`config.mk`:
```
export PLATFORM = sky130hd
export DESIGN_NAME = uart_tx_sched
export DESIGN_NICKNAME = d
export VERILOG_FILES = /design/src/rtl/uart_tx_sched.sv
export SDC_FILE = /design/constraint.sdc
export NUM_CORES = 1
export LEC_CHECK = 0
export ABC_AREA = 1
export CAP_MARGIN = 20
export CORE_ASPECT_RATIO = 0.8
export CORE_MARGIN = 2
export CORE_UTILIZATION = 44
export DETAILED_ROUTE_END_ITERATION = 10
export MAX_ROUTING_LAYER = met4
export PLACE_DENSITY = 0.79
export SETUP_SLACK_MARGIN = 0.5
export SLEW_MARGIN = 20
export SYNTH_ARGS = -nofsm -noshare
export SYNTH_HDL_FRONTEND = slang
export SYNTH_SLANG_ARGS = --single-unit
```
`constraint.sdc`:
```
create_clock -name clk -period 2.2 [get_ports clk]
set_input_delay 0.44 -clock clk [delete_from_list [all_inputs] [get_ports clk]]
set_output_delay 0.44 -clock clk [all_outputs]
set_load 0.03 [all_outputs]
```
`src/rtl/uart_tx_sched.sv`:
```
// uart_tx_sched -- two-port frame scheduler in front of a byte-wide UART
// transmitter.
//
// A granted port has its command byte and payload latched. The block then
// sends a five-byte frame: HDR, cmd, data[15:8], data[7:0], chk, where
// chk = ~(cmd + data[15:8] + data[7:0]) mod 256. When both ports request at
// the same time, the port that was not granted last wins.
//
// Ports:
//   clk       in   sole clock, rising edge
//   rst       in   synchronous active-high reset
//   req0/1    in   frame request level, held by the requester until its gnt
//   cmd0/1    in   8-bit command byte of each port
//   data0/1   in   16-bit payload of each port
//   gnt0/1    out  one-cycle pulse: request accepted, operands latched
//   busy      out  high while a frame is in progress (state not IDLE)
//   frm_done  out  one-cycle pulse after the last byte of a frame completes
//   trmt      out  one-cycle byte-start strobe to the UART
//   tx_data   out  byte for the UART, held from trmt until that byte is done
//   tx_done   in   UART byte-complete level; only its rising edge is used
module uart_tx_sched #(
  parameter logic [7:0] HDR = 8'hA5
) (
  input  logic        clk,
  input  logic        rst,
  input  logic        req0,
  input  logic [7:0]  cmd0,
  input  logic [15:0] data0,
  input  logic        req1,
  input  logic [7:0]  cmd1,
  input  logic [15:0] data1,
  output logic        gnt0,
  output logic        gnt1,
  output logic        busy,
  output logic        frm_done,
  output logic        trmt,
  output logic [7:0]  tx_data,
  input  logic        tx_done
);

  typedef enum logic [1:0] {
    IDLE = 2'd0,
    SEND = 2'd1,
    WAIT = 2'd2
  } state_t;

  state_t      state_r, state_nxt_s;
  logic [2:0]  idx_r, idx_nxt_s;
  logic [7:0]  cmd_r, cmd_nxt_s;
  logic [15:0] data_r, data_nxt_s;
  logic        prefer1_r, prefer1_nxt_s;
  logic        tx_done_q_r;
  logic        gnt0_r, gnt1_r, busy_r, frm_done_r, trmt_r;
  logic [7:0]  tx_data_r, tx_data_nxt_s;
  logic        gnt0_nxt_s, gnt1_nxt_s, frm_done_nxt_s, trmt_nxt_s;
  logic        done_edge_s;
  logic        pick1_s;

  // Ones-complement of the 8-bit wrapping sum of the three operand bytes.
  function automatic logic [7:0] frame_chk(input logic [7:0] cmd, input logic [15:0] data);
    logic [7:0] sum;
    sum = cmd + data[15:8] + data[7:0];
    return ~sum;
  endfunction

  // Byte sent at frame position idx.
  function automatic logic [7:0] frame_byte(input logic [2:0] idx, input logic [7:0] cmd,
                                            input logic [15:0] data);
    logic [7:0] b;
    case (idx)
      3'd0:    b = HDR;
      3'd1:    b = cmd;
      3'd2:    b = data[15:8];
      3'd3:    b = data[7:0];
      default: b = frame_chk(cmd, data);
    endcase
    return b;
  endfunction

  // tx_done can stay high after the previous byte, so only a fresh 0->1 counts.
  assign done_edge_s = tx_done & ~tx_done_q_r;
  // Port 1 wins when it is the only requester, or on a tie when it is favoured.
  assign pick1_s     = req1 & (~req0 | prefer1_r);

  assign gnt0     = gnt0_r;
  assign gnt1     = gnt1_r;
  assign busy     = busy_r;
  assign frm_done = frm_done_r;
  assign trmt     = trmt_r;
  assign tx_data  = tx_data_r;

  // State register, latched operands and registered outputs.
  always_ff @(posedge clk) begin
    if (rst) begin
      state_r     <= IDLE;
      idx_r       <= 3'd0;
      cmd_r       <= 8'h00;
      data_r      <= 16'h0000;
      prefer1_r   <= 1'b0;
      tx_done_q_r <= 1'b0;
      gnt0_r      <= 1'b0;
      gnt1_r      <= 1'b0;
      busy_r      <= 1'b0;
      frm_done_r  <= 1'b0;
      trmt_r      <= 1'b0;
      tx_data_r   <= 8'h00;
    end else begin
      state_r     <= state_nxt_s;
      idx_r       <= idx_nxt_s;
      cmd_r       <= cmd_nxt_s;
      data_r      <= data_nxt_s;
      prefer1_r   <= prefer1_nxt_s;
      tx_done_q_r <= tx_done;
      gnt0_r      <= gnt0_nxt_s;
      gnt1_r      <= gnt1_nxt_s;
      busy_r      <= (state_nxt_s != IDLE);
      frm_done_r  <= frm_done_nxt_s;
      trmt_r      <= trmt_nxt_s;
      tx_data_r   <= tx_data_nxt_s;
    end
  end

  // Next-state logic: SEND is the single cycle that carries the next trmt.
  always_comb begin
    state_nxt_s = state_r;
    case (state_r)
      IDLE: begin
        if (req0 || req1) begin
          state_nxt_s = WAIT;
        end else begin
          state_nxt_s = IDLE;
        end
      end
      WAIT: begin
        if (done_edge_s) begin
          if (idx_r == 3'd4) begin
            state_nxt_s = IDLE;
          end else begin
            state_nxt_s = SEND;
          end
        end else begin
          state_nxt_s = WAIT;
        end
      end
      SEND:    state_nxt_s = WAIT;
      default: state_nxt_s = IDLE;
    endcase
  end

  // Output/datapath logic: next values of the registered outputs and operands.
  always_comb begin
    gnt0_nxt_s     = 1'b0;
    gnt1_nxt_s     = 1'b0;
    trmt_nxt_s     = 1'b0;
    frm_done_nxt_s = 1'b0;
    tx_data_nxt_s  = tx_data_r;
    idx_nxt_s      = idx_r;
    cmd_nxt_s      = cmd_r;
    data_nxt_s     = data_r;
    prefer1_nxt_s  = prefer1_r;
    case (state_r)
      IDLE: begin
        if (req0 || req1) begin
          trmt_nxt_s    = 1'b1;
          tx_data_nxt_s = HDR;
          idx_nxt_s     = 3'd0;
          if (pick1_s) begin
            gnt1_nxt_s    = 1'b1;
            cmd_nxt_s     = cmd1;
            data_nxt_s    = data1;
            prefer1_nxt_s = 1'b0;
          end else begin
            gnt0_nxt_s    = 1'b1;
            cmd_nxt_s     = cmd0;
            data_nxt_s    = data0;
            prefer1_nxt_s = 1'b1;
          end
        end else begin
          idx_nxt_s = idx_r;
        end
      end
      WAIT: begin
        if (done_edge_s) begin
          if (idx_r == 3'd4) begin
            frm_done_nxt_s = 1'b1;
            idx_nxt_s      = 3'd0;
          end else begin
            idx_nxt_s     = idx_r + 3'd1;
            trmt_nxt_s    = 1'b1;
            tx_data_nxt_s = frame_byte(idx_r + 3'd1, cmd_r, data_r);
          end
        end else begin
          idx_nxt_s = idx_r;
        end
      end
      SEND:    idx_nxt_s = idx_r;
      default: idx_nxt_s = 3'd0;
    endcase
  end

endmodule

```
==> results by group <==
Synthesis
  – Mean post-synth cell area: 7.25 sq um
  – Largest area contributor in the netlist: dfxtp_1
  – Mapped cell area: 2570 sq um
  – Distinct cells, synth: 30
  – Synthesized flop and latch total: 44
  – Seq/Total Area, Yosys: 0.342
  – Yosys warning total: 0
  – Post-synth EDFFs: 0
  – Top-area cell type share of the netlist area: 0.342
  – Most instantiated library cell after synthesis: nand2_1
  – Post-synth top cells: 114 x nand2_1, 44 x dfxtp_1, 33 x o21ai_0
  – Mapped Nets: 427
  – Post-synthesis cell count: 355
  – Asr flop ratio synth: 0
  – Synth area leaders: dfxtp_1 34%, nand2_1 17%, o21ai_0 6.4%
  – Commonest register cell after synthesis: dfxtp_1

Clock network
  – H-tree Lvls: 2
  – Clock buffer depth: 2
  – Clk_lat worst skew: 0.30 ns
  – Num Clock Sinks: 44
  – Clock slew at reported path FFs: 0.08 ns
  – TritonCTS Buffers: 5
  – CTS tree: yes
  – Clock root cell: clkbuf_8

Critical path
  – CP max stage cell: fa_1
  – Worst R2R Path Depth: 10
  – CP required: 2.39 ns
  – R2r endpoint: tx_data[3]
  – CP Cell Sequence: fa_1, ha_2, inv_2, fa_2, buf_4, xor2_1, o21ai_1, inv_1, nand2_1, a21oi_1
  – Worst-path fanout max: 2
  – Setup CP Type: reg -> reg
  – Worst setup EP type: flop
  – Worst path bufs/invs: 3
  – CP arrival: 2.34 ns
  – CP top delay family: adder cells
  – CP peak stage delay: 0.53 ns
  – Flop2flop setup slack: 0.05 ns
  – Worst setup SP type: flop
  – Reg2reg start: cmd_r[1]
  – WP depth: 10

Placed design
  – GP Congestion: 0.929
  – Port bufs: 65
  – DPL Wire Length: 5200 um
  – Area post-placement: 3360 sq um

Timing
  – Setup TNS Final: 0 ns
  – Setup-failing EPs final: 0
  – Post-layout min period: 2.15 ns
  – Crit share post-route: 0.978
  – Max-slew violations: 0
  – Fin Clk Skew: 0.00885 ns
  – RSZ-0062 raised after global routing: true
  – Worst-Margin Slew: 0.384 ns
  – Final hold violation count: 0
  – Max Fclk: 465 MHz
  – Hold slack: 0.471 ns
  – Slew HR: 0.743

Hold path
  – Worst Hold Path Cells: 2
  – Hold Startpoint: tx_data[6]
  – Min-Delay Path Class: reg -> reg
  – Worst Hold End: tx_data[6]

Route
  – Avg Vias per Cell: 5.09
  – DRT Pass-1 Iters: 5
  – WL final: 6930 um
  – DRT antenna net count: 0
  – DRT iter0 DRCs: 149
  – # DRC: 0
  – DR WL/cell: 13.5 um
  – Vias: 2605

Pwr
  – Lkg Pwr: 1.58 nW
  – Power, Total: 2.46 mW
  – PwrDens: 675 nW/um^2
  – Peak supply drop: 0.359 mV

Finish
  – Layout cells sized above 1: 0.191
  – Layout area overhead: 41.6%
  – Final nets: 505
  – Final instance area: 3640 sq um
  – Ant. Diodes: 0
  – Final Util: 0.656

Global routing
  – First-pass GRT wire length: 11500 um
  – Busiest grt layer: met2
  – Met3 usage: 0.0410
  – Largest net degree at the start of global routing: 43
  – Vias in the first global route: 2459
  – GRT Overall Usage: 0.232
  – Initial antenna violation count: 0
  – M2 GR Usage: 0.347
  – Total grt overflow: 0
  – Met1 Use GR: 0.336

Floorplan
  – Initial Util: 0.463
  – Core area: 5560 sq um
  – # rows: 24
  – IO Pins: 66
  – Die X: 89.5 um
  – Die area: 6480 sq um
  – DIE HEIGHT: 72.4 um

Run status
  – Outcome: complete, no violations

Job
  – Max Cap Viol: 0
==> per-layer routing <==
metal / up-vias / share of wire
met5: - / 0
met4: 0 / 0.0039
met3: 4 / 0.055
met2: 79 / 0.46
met1: 1199 / 0.48
li1: 1323 / -
==> how the worst max path moves through the flow <==
stage	start	end
6_report	cmd_r[1]	tx_data[3]
5_1_grt	cmd_r[1]	tx_data[7]
4_1_cts	cmd_r[1]	tx_data[7]
3_5_place_dp	cmd_r[1]	tx_data[7]
3_3_place_gp	cmd_r[1]	tx_data[7]
2_1_floorplan	cmd_r[1]	tx_data[7]
==> flip-flops by register name, indices dropped and copies added (netlist names) <==
signal	flops
busy	1
trmt	1
cmd_r	8
state_r	2
tx_data	8
tx_done_q_r	1
gnt1	1
data_r	16
gnt0	1
prefer1_r	1
frm_done	1
idx_r	3
==> placed cells by master, fill, tap and decap left out, types with 6 or more instances in the layout <==
master             n
nand2_1          110
clkdlybuf4s50_1   52
o21ai_0           33
dfxtp_1           29
inv_1             27
a31oi_1           24
nor2_1            19
buf_4             16
dfxtp_2           14
dlygate4sd2_1     13
nand3_1            8
a21oi_1            7
nand4_1            7
fa_1               7
nand2_2            6
clkbuf_8           6
==> area by class of cell <==
class	instances	area (sq um)
fillers	453	1910
multi-input cells	264	1610
flip-flops and latches	44	902
clock buffers	6	82.6
clock inverters	2	15.0
repair buffers	84	797
inverters	34	135
well taps	78	97.6
==> power by group <==
group / internal [mW] / switching [mW] / total (mW)
Combinational: 0.470 / 0.494 / 0.964
Clock: 0.254 / 0.283 / 0.537
Sequential: 0.884 / 0.0736 / 0.958
Total: 1.61 / 0.850 / 2.46
==> metrics by stage <==
stage / setup WS, ns / std cells
floorplan: 0.221 / 355
global placement: 0.157 / 491
detailed placement: 0.0976 / 491
CTS: 0.107 / 506
global route: -0.0453 / 512
finish: 0.0491 / 512
==> repair_timing <==
| action | CTS | global route |
|---|---|---|
| cloned | 0 | 0 |
| resized for setup | 19 | 27 |
| endpoints found under the setup margin | 20 | 37 |
| setup buffers | 7 | 6 |
| hold buffers | 0 | 0 |
| pin swaps | 8 | 14 |
==> worst reg2reg max path, cell delays in order, from the launching register on <==
cell     delay (ns)
dfxtp_2        0.34
fa_1           0.53
ha_2           0.20
inv_2          0.04
fa_2           0.35
buf_4          0.15
xor2_1         0.14
o21ai_1        0.12
inv_1          0.06
nand2_1        0.05
a21oi_1        0.05
==> cell families (layout without fill, tap and decap cells) <==
logic type,Yosys count,after routing,share of synthesized area
AO/OA/AOI/OAI,76,76,0.168
buffers and inverters,47,126,0.0759
adder cells (fa/ha/maj),19,19,0.116
AND/OR/NAND/NOR,163,163,0.278
flip-flops,44,44,0.342
XOR/XNOR,6,6,0.0204
Note: power is estimated with default switching activity, not from simulation.
